## src/rtl/stage_sequencer_if.sv

```systemverilog
// Bus bundle for stage_sequencer, plus the shared stage and instruction-type
// encodings used by the sequencer and anything that talks to it.
//
// Protocol: there is no valid/ready pair. The sequencer owns the timing.
// The master holds current_instr_type stable for a whole instruction.
// The sequencer samples mem_read_data only on the edge that leaves
// INSTR_FETCH (instruction word), or the edge that leaves MEMORY (load data).
// It samples branch_taken/branch_target only on the edge that leaves EXECUTE.
// Values presented at any other time are ignored.

`ifndef STAGE_SEQUENCER_DEFINES
`define STAGE_SEQUENCER_DEFINES
`define STAGE_WIDTH        3
`define STAGE_PC_UPDATE    3'd0
`define STAGE_INSTR_FETCH  3'd1
`define STAGE_DECODE       3'd2
`define STAGE_EXECUTE      3'd3
`define STAGE_MEMORY       3'd4
`define STAGE_REG_WRITE    3'd5
`define STAGE_HALTED       3'd6
`define INSTR_ALU          5'd0
`define INSTR_LOAD         5'd1
`define INSTR_STORE        5'd2
`define INSTR_BRANCH       5'd3
`define INSTR_JUMP         5'd4
`define INSTR_HALT         5'd5
`endif

interface stage_sequencer_if;
  logic [4:0]              current_instr_type;
  logic [31:0]             mem_read_data;
  logic                    branch_taken;
  logic [31:0]             branch_target;
  logic [`STAGE_WIDTH-1:0] stage;
  logic [31:0]             PC_value;
  logic [31:0]             instr_reg;
  logic [31:0]             load_data;
  logic                    reg_write_enable;
  logic                    halted;
  logic [31:0]             retired_count;

  modport slave (
    input  current_instr_type, mem_read_data, branch_taken, branch_target,
    output stage, PC_value, instr_reg, load_data, reg_write_enable, halted,
           retired_count
  );

  modport master (
    output current_instr_type, mem_read_data, branch_taken, branch_target,
    input  stage, PC_value, instr_reg, load_data, reg_write_enable, halted,
           retired_count
  );
endinterface

```

## src/rtl/stage_sequencer.sv

```systemverilog
// Multi-cycle instruction stage sequencer.
// It walks each instruction through PC_UPDATE, FETCH, DECODE, EXECUTE,
// MEMORY and REG_WRITE, waiting MEM_LATENCY cycles on main-memory stages.
// It captures the instruction word, load data and the branch decision, and
// owns the PC and the retired-instruction counter.
// A HALT instruction parks the FSM in HALTED until reset.
// The stage output is the FSM state itself.

module stage_sequencer #(
  parameter logic [31:0] RESET_PC    = 32'h0000_0000,
  parameter int unsigned MEM_LATENCY = 1
) (
  input logic              clk,
  input logic              rst,
  stage_sequencer_if.slave bus
);

  // The wait counter reaches WAIT_LAST on the final cycle of a memory wait.
  localparam logic [3:0] WAIT_LAST = 4'(MEM_LATENCY - 1);
  localparam logic [3:0] WAIT_MAX  = 4'hF;

  typedef enum logic [`STAGE_WIDTH-1:0] {
    S_PC_UPDATE   = `STAGE_PC_UPDATE,
    S_INSTR_FETCH = `STAGE_INSTR_FETCH,
    S_DECODE      = `STAGE_DECODE,
    S_EXECUTE     = `STAGE_EXECUTE,
    S_MEMORY      = `STAGE_MEMORY,
    S_REG_WRITE   = `STAGE_REG_WRITE,
    S_HALTED      = `STAGE_HALTED
  } stage_e;

  stage_e      state_q, state_d;
  logic [3:0]  wait_q, wait_d;
  logic [31:0] pc_q, pc_d;
  logic [31:0] instr_q, instr_d;
  logic [31:0] load_q, load_d;
  logic [31:0] retired_q, retired_d;
  logic        br_taken_q, br_taken_d;
  logic [31:0] br_target_q, br_target_d;

  logic        leaving;
  logic        is_mem_type;
  logic        is_load_type;
  logic        is_halt_type;
  logic        writes_reg;
  logic [3:0]  wait_inc;

  assign is_load_type = (bus.current_instr_type == `INSTR_LOAD);
  assign is_mem_type  = is_load_type || (bus.current_instr_type == `INSTR_STORE);
  assign is_halt_type = (bus.current_instr_type == `INSTR_HALT);
  assign writes_reg   = !((bus.current_instr_type == `INSTR_STORE)  ||
                          (bus.current_instr_type == `INSTR_BRANCH) ||
                          (bus.current_instr_type == `INSTR_JUMP)   ||
                          (bus.current_instr_type == `INSTR_HALT));
  // The wait counter saturates rather than wraps.
  assign wait_inc     = (wait_q == WAIT_MAX) ? wait_q : wait_q + 4'd1;
  assign leaving      = (state_d != state_q);

  // Next stage and wait counter; every stage change clears the counter.
  always_comb begin
    state_d = state_q;
    wait_d  = wait_q;
    case (state_q)
      S_PC_UPDATE:   state_d = S_INSTR_FETCH;
      S_INSTR_FETCH: begin
        if (wait_q == WAIT_LAST) state_d = S_DECODE;
        else                     wait_d  = wait_inc;
      end
      S_DECODE:      state_d = is_halt_type ? S_HALTED : S_EXECUTE;
      S_EXECUTE:     state_d = S_MEMORY;
      S_MEMORY: begin
        if (!is_mem_type || (wait_q == WAIT_LAST)) state_d = S_REG_WRITE;
        else                                       wait_d  = wait_inc;
      end
      S_REG_WRITE:   state_d = S_PC_UPDATE;
      S_HALTED:      state_d = S_HALTED;
      default:       state_d = S_PC_UPDATE;
    endcase
    if (state_d != state_q) wait_d = '0;
  end

  // Stage register and wait counter; reset abandons any instruction in flight.
  always_ff @(posedge clk) begin
    if (rst) begin
      state_q <= S_PC_UPDATE;
      wait_q  <= '0;
    end else begin
      state_q <= state_d;
      wait_q  <= wait_d;
    end
  end

  // Datapath next values: each capture happens only on its stage's exit edge.
  always_comb begin
    instr_d     = instr_q;
    load_d      = load_q;
    pc_d        = pc_q;
    retired_d   = retired_q;
    br_taken_d  = br_taken_q;
    br_target_d = br_target_q;
    if ((state_q == S_INSTR_FETCH) && leaving) instr_d = bus.mem_read_data;
    if ((state_q == S_MEMORY) && leaving && is_load_type) load_d = bus.mem_read_data;
    if (state_q == S_EXECUTE) begin
      br_taken_d  = bus.branch_taken;
      br_target_d = bus.branch_target;
    end
    if (state_q == S_REG_WRITE) begin
      pc_d      = br_taken_q ? br_target_q : pc_q + 32'd4;
      retired_d = retired_q + 32'd1;
    end
  end

  // Datapath registers.
  always_ff @(posedge clk) begin
    if (rst) begin
      pc_q        <= RESET_PC;
      instr_q     <= '0;
      load_q      <= '0;
      retired_q   <= '0;
      br_taken_q  <= 1'b0;
      br_target_q <= '0;
    end else begin
      pc_q        <= pc_d;
      instr_q     <= instr_d;
      load_q      <= load_d;
      retired_q   <= retired_d;
      br_taken_q  <= br_taken_d;
      br_target_q <= br_target_d;
    end
  end

  assign bus.stage            = state_q;
  assign bus.PC_value         = pc_q;
  assign bus.instr_reg        = instr_q;
  assign bus.load_data        = load_q;
  assign bus.retired_count    = retired_q;
  assign bus.halted           = (state_q == S_HALTED);
  assign bus.reg_write_enable = (state_q == S_REG_WRITE) && writes_reg;

endmodule

```

## src/flat_wrapper.sv

```systemverilog
// flat-port wrapper written by rule: the top's interface ports become plain ports
module stage_sequencer_flat 
#(
  parameter logic [31:0] RESET_PC    = 32'h0000_0000,
  parameter int unsigned MEM_LATENCY = 1
)
  (clk, rst, bus_current_instr_type, bus_mem_read_data, bus_branch_taken, bus_branch_target, bus_stage, bus_PC_value, bus_instr_reg, bus_load_data, bus_reg_write_enable, bus_halted, bus_retired_count);
  stage_sequencer_if bus_i ();
  input logic clk;
  input logic rst;
  input wire logic [$bits(bus_i.current_instr_type)-1:0] bus_current_instr_type;
  input wire logic [$bits(bus_i.mem_read_data)-1:0] bus_mem_read_data;
  input wire logic [$bits(bus_i.branch_taken)-1:0] bus_branch_taken;
  input wire logic [$bits(bus_i.branch_target)-1:0] bus_branch_target;
  output wire logic [$bits(bus_i.stage)-1:0] bus_stage;
  output wire logic [$bits(bus_i.PC_value)-1:0] bus_PC_value;
  output wire logic [$bits(bus_i.instr_reg)-1:0] bus_instr_reg;
  output wire logic [$bits(bus_i.load_data)-1:0] bus_load_data;
  output wire logic [$bits(bus_i.reg_write_enable)-1:0] bus_reg_write_enable;
  output wire logic [$bits(bus_i.halted)-1:0] bus_halted;
  output wire logic [$bits(bus_i.retired_count)-1:0] bus_retired_count;
  assign bus_i.current_instr_type = bus_current_instr_type;
  assign bus_i.mem_read_data = bus_mem_read_data;
  assign bus_i.branch_taken = bus_branch_taken;
  assign bus_i.branch_target = bus_branch_target;
  assign bus_stage = bus_i.stage;
  assign bus_PC_value = bus_i.PC_value;
  assign bus_instr_reg = bus_i.instr_reg;
  assign bus_load_data = bus_i.load_data;
  assign bus_reg_write_enable = bus_i.reg_write_enable;
  assign bus_halted = bus_i.halted;
  assign bus_retired_count = bus_i.retired_count;
  stage_sequencer #(.RESET_PC(RESET_PC), .MEM_LATENCY(MEM_LATENCY)) u_core (.clk(clk), .rst(rst), .bus(bus_i));
endmodule
```

## config.mk

```make
export PLATFORM = sky130hd
export DESIGN_NAME = stage_sequencer_flat
export DESIGN_NICKNAME = d
export VERILOG_FILES = /design/src/rtl/stage_sequencer_if.sv /design/src/rtl/stage_sequencer.sv /design/src/flat_wrapper.sv
export SDC_FILE = /design/constraint.sdc
export NUM_CORES = 1
export LEC_CHECK = 0
export BUFFER_PORTS_ARGS = -buffer_cell sky130_fd_sc_hd__buf_2
export CAP_MARGIN = 25
export CORE_MARGIN = 2
export CORE_UTILIZATION = 48
export DETAILED_ROUTE_END_ITERATION = 12
export HOLD_SLACK_MARGIN = 0.05
export PLACE_DENSITY = 0.74
export SLEW_MARGIN = 15
export SYNTH_ARGS = -nofsm -noshare
export SYNTH_HDL_FRONTEND = slang
export SYNTH_SLANG_ARGS = --single-unit
```

## constraint.sdc

```tcl
create_clock -name clk -period 5.7 [get_ports clk]
set_clock_uncertainty 0.2 [all_clocks]
set_input_delay 0 -clock clk [delete_from_list [all_inputs] [get_ports clk]]
set_output_delay 0 -clock clk [all_outputs]
set_load 0.02 [all_outputs]
```

# Word level (Yosys, flattened, before mapping)
# Index checks and enable logic that the tools add are counted.
# word_totals
ff_bits	168
out_inout_bits	133
word_cells	51
# classes
addsub	3
n_eq_ne	15
muxes	9
reduce_logical	16
# ops
cell	count
adder 32 x 1 -> 32 bit, second input constant	1
adder 32 x 3 -> 32 bit, second input constant	1
two-way mux 32 bit	1
case mux 3 bit (6 select lines)	1
two-way mux 4 bit	3
equality test 5 x 2 -> 1 bit, second input constant	2
equality test 5 x 3 -> 1 bit, second input constant	2
equality test 3 bit, second input constant	3
two-way mux 3 bit	3
case mux 4 bit (2 select lines)	1
equality test 3 x 2 -> 1 bit, second input constant	2
equality test 5 x 1 -> 1 bit, second input constant	1
logical OR 1 bit	5
adder 4 x 1 -> 4 bit, second input constant	1
equality test 4 bit, second input constant	1
logical AND 1 bit	4
logical NOT 4 bit	1
inequality test 2 bit, second input constant	2
equality test 3 x 1 -> 1 bit, second input constant	1
logical NOT 3 bit	1
inequality test 3 bit	1
AND reduction 3 bit	1
logical NOT 1 bit	2
nonzero test 2 bit	1
OR reduction 2 bit	1

# Depth between registers and ports, before layout
# depth
word_depth	9
depth_mapped	8

# Worst setup path before layout
# OpenSTA, ideal clock, no wires.
# synth_path
path_kind	reg2reg
startpoint	reg u_core.pc_q[2] (netlist: u_core.bus.PC_value[2])
endpoint	reg u_core.pc_q[16] (netlist: u_core.bus.PC_value[16])
setup_time_ns	0.128
arrival_time_ns	1.739
required_time_ns	5.372
setup_slack_ns	3.633
stages_incl_launch_ff	7
path_buffers	0
period_less_slack_ns	2.067
cell_sequence	dfxtp_1 > ha_1 > and3_1 > and4_1 > mux2_2 > a21oi_1 > nor2_1
# synth_between
elab_chain_len	2
# synth_lines
item	line	source
start, declared	stage_sequencer.sv:34	logic [31:0] pc_q, pc_d;
start signal, assigned	stage_sequencer.sv:123	pc_q <= pc_d;
adder 32 x 3 -> 32 bit	stage_sequencer.sv:108	pc_d = br_taken_q ? br_target_q : pc_q + 32'd4;
two-way mux 32 bit	stage_sequencer.sv:108	
# Every way passes these cells.
# A chain may end at the register's enable or synchronous reset.

# Worst setup path in the final report
# layout_path
startpoint	reg u_core.state_q[0] (netlist: u_core.bus.stage[0])
endpoint	reg u_core.load_q[8] (netlist: u_core.bus.load_data[8])
# layout_between
elab_chain_len	5
elab_cells_between_ends	12
# layout_lines
item	line	source
start, declared	stage_sequencer.sv:32	stage_e state_q, state_d;
start signal, assigned	stage_sequencer.sv:88	state_q <= state_d;
equality test 3 bit, or another cell as far along	stage_sequencer.sv:63	case (state_q)
case mux 3 bit (6 select lines)	stage_sequencer.sv:63	
inequality test 3 bit	stage_sequencer.sv:57	assign leaving = (state_d != state_q);
logical AND 1 bit * (2 in a row)	stage_sequencer.sv:102	if ((state_q == S_MEMORY) && leaving && is_load_type) load_d = bus.mem_read_data;
end signal, assigned	stage_sequencer.sv:125	load_q <= load_d;
end, declared	stage_sequencer.sv:36	logic [31:0] load_q, load_d;
# Mark *: on every way between the ends. The rest lies on a longest branch, timed or not.

==> impl_metrics.ini <==
[run_status]
status = complete, no violations

[place]
dp.cells = 1204
place.gp.congestion = 0.831
dp_slack_ns = 3.02
io_buffers = 204
post-dp-hpwl_um = 12400

[hold_path]
hold_class = in -> reg
hold_path_startpoint = bus_current_instr_type[3]

[clock_tree]
cts_tree = yes
cts_made_buffers = 17
clock_sinks = 168
root_buffer = clkbuf_16
clock_latency_ns = 0.42
clk_pin_slew_worst_paths_ns = 0.06
cts_max_level = 4
cts-resized-gates = 0
clock_path_buffers = 2

[synthesis]
synth.avg_cell_area_um2 = 8.47
yosys-top-cells-area = dfxtp_1 46%, nand2_1 8.5%, a21oi_1 6.3%
synth_fp_nets = 937
ys_ff_latch = 168
synth-edff-count = 0
synth.yosys.seq_area_share_pct = 46.1
yosys.area.top_type = dfxtp_1
yosysTopAreaCellShare_pct = 46.1
syn_area_um2 = 7290
synthFlopType = dfxtp_1
yosysUniqueCellTypes = 64
synthArstFlopShare_pct = 0
synth_warnings = 0
syn-instance-count = 861

[power_and_ir_drop]
peakVddDrop_mv = 0.215
power_uw = 2890
p_leak_uw = 0.00448
p_per_area_nw_per_um2 = 292

[sta]
rsz0062_at_grt = no
finalHoldViolCount = 0
drv_slew = 0
setup_ws_ns = 2.87
tns_ns = 0
hold-worst-slack_ns = 0.0891
min_period_ns = 2.83
fin_crit_sh_pct = 49.7
worst_pin_slew_ns = 0.767
finalSetupViolCount = 0
maxSlewHeadroom_pct = 48.9
max_freq_mhz = 353

[grt]
grt_start_max_net_pins = 74
grt_overflow = 0
gr-usage-all-layers_pct = 25.3
grt_pass1_vias = 6955
grt_pass1_wl_um = 33300
antenna_found_initial = 0

[worst_setup_path]
endpoint_kind = flop
worstPathRequired_ns = 5.78
critical_path_class = reg -> reg
crit_fanout = 13
r2r_start = u_core.bus.stage[0]
crit_arrival_ns = 2.92
crit_start = u_core.bus.stage[0]
start_kind = flop

[layout]
final_common_cell = buf_2
layout_common_cells = 203 x buf_2, 168 x dfxtp_1, 166 x nand2_1, 102 x nor2_1, 95 x dlygate4sd3_1
area_growth_syn_to_layout_pct = 35.9
fin_nets = 1207
diodes = 0
layout.cells.non_filler = 1332
final_layout_size_suffix_gt1_share_pct = 23.2

[floorplanning]
dieWidth_um = 127
ios = 205
die_area_um2 = 16200
coreArea_um2 = 15000
die_h_um = 127
initial_utilization_pct = 48.5
num_rows = 45

[detailed_routing]
drt-total-wl_um = 20700
drt_iter0_markers = 438
firstDrtPassIters = 5
routed-via-count = 7277
detail_route.vias_per_cell = 5.46
wl_per_cell_um = 15.5
drtAntennaViolNets = 0
drc = 0

[run]
maxCapViolations = 0
cell usage after synthesis (all sizes together) (7+ instances only):
master	instances
a21oi	92
xnor2	8
nor3	18
buf	24
inv	9
and4	10
dfxtp	168
nand4	20
mux2i	46
o22ai	10
xor2	28
nor4	7
a22oi	13
nor2	102
nand3	22
clkbuf	35
nand2	168
cell families after synthesis:
group,share of synthesized area [%]
and+or+nand+nor,25.2
AOI/OAI and AO/OA,12.7
DFF,46.1
adders and majority gates,0.687
muxes,6.47
xor gates and xnor gates,4.33
buffers and inverters,4.51
per-stage QoR:
step,utilization (%),cell area [um2]
after global routing,65.9,9910
after global placement,55.5,8340
final,65.9,9910
after detailed placement,55.5,8340
after CTS,65.9,9900
after floorplan,-,7290
critical path, cell delays in order (launching register included):
cell	delay, ns
dfxtp_1	0.61
nor3b_2	0.34
a21oi_1	0.11
o2111ai_4	0.22
dlygate4sd3_1	0.91
mux2i_1	0.25
nor2_1	0.05
where the power goes:
part / total (uW) / switching (uW) / internal, uW
clock: 1210 / 482 / 731
sequential: 1290 / 62.7 / 1230
combinational: 384 / 223 / 160
total: 2890 / 768 / 2120
path summary, 6_finish.rpt:
check                                   to  slack (ns)  cells after the start
hold reg to reg   u_core.bus.instr_reg[22]        0.25                      2
setup reg to reg   u_core.bus.load_data[8]        2.87                      6
setup / recovery   u_core.bus.load_data[8]        2.87                      6
hold / removal         u_core.bus.stage[0]        0.09                      6
repair_timing:
action / 4_1_cts / 5_1_grt
hold endpoints to repair: 117 / 0
hold buffers: 95 / 0
buffers inserted: 0 / 0
endpoints found under the setup margin: 0 / 0
cell type report:
class / instances / area, um2
Multi-Input combinational cell: 625 / 3610
Sequential cell: 168 / 3360
Fill cell: 1232 / 5130
Tap cell: 188 / 235
Clock inverter: 13 / 179
Clock buffer: 19 / 433
Timing Repair Buffer: 310 / 2050
Inverter: 9 / 33.8
per-layer routing:
metal	vias up	wire, um	track usage, %
li1	3516	-	-
met1	3422	8860	30.8
met2	300	10000	43.2
met3	39	1350	6.41
met4	0	469	9.50
met5	-	0	0
Note: power is estimated with default switching activity, not from simulation.
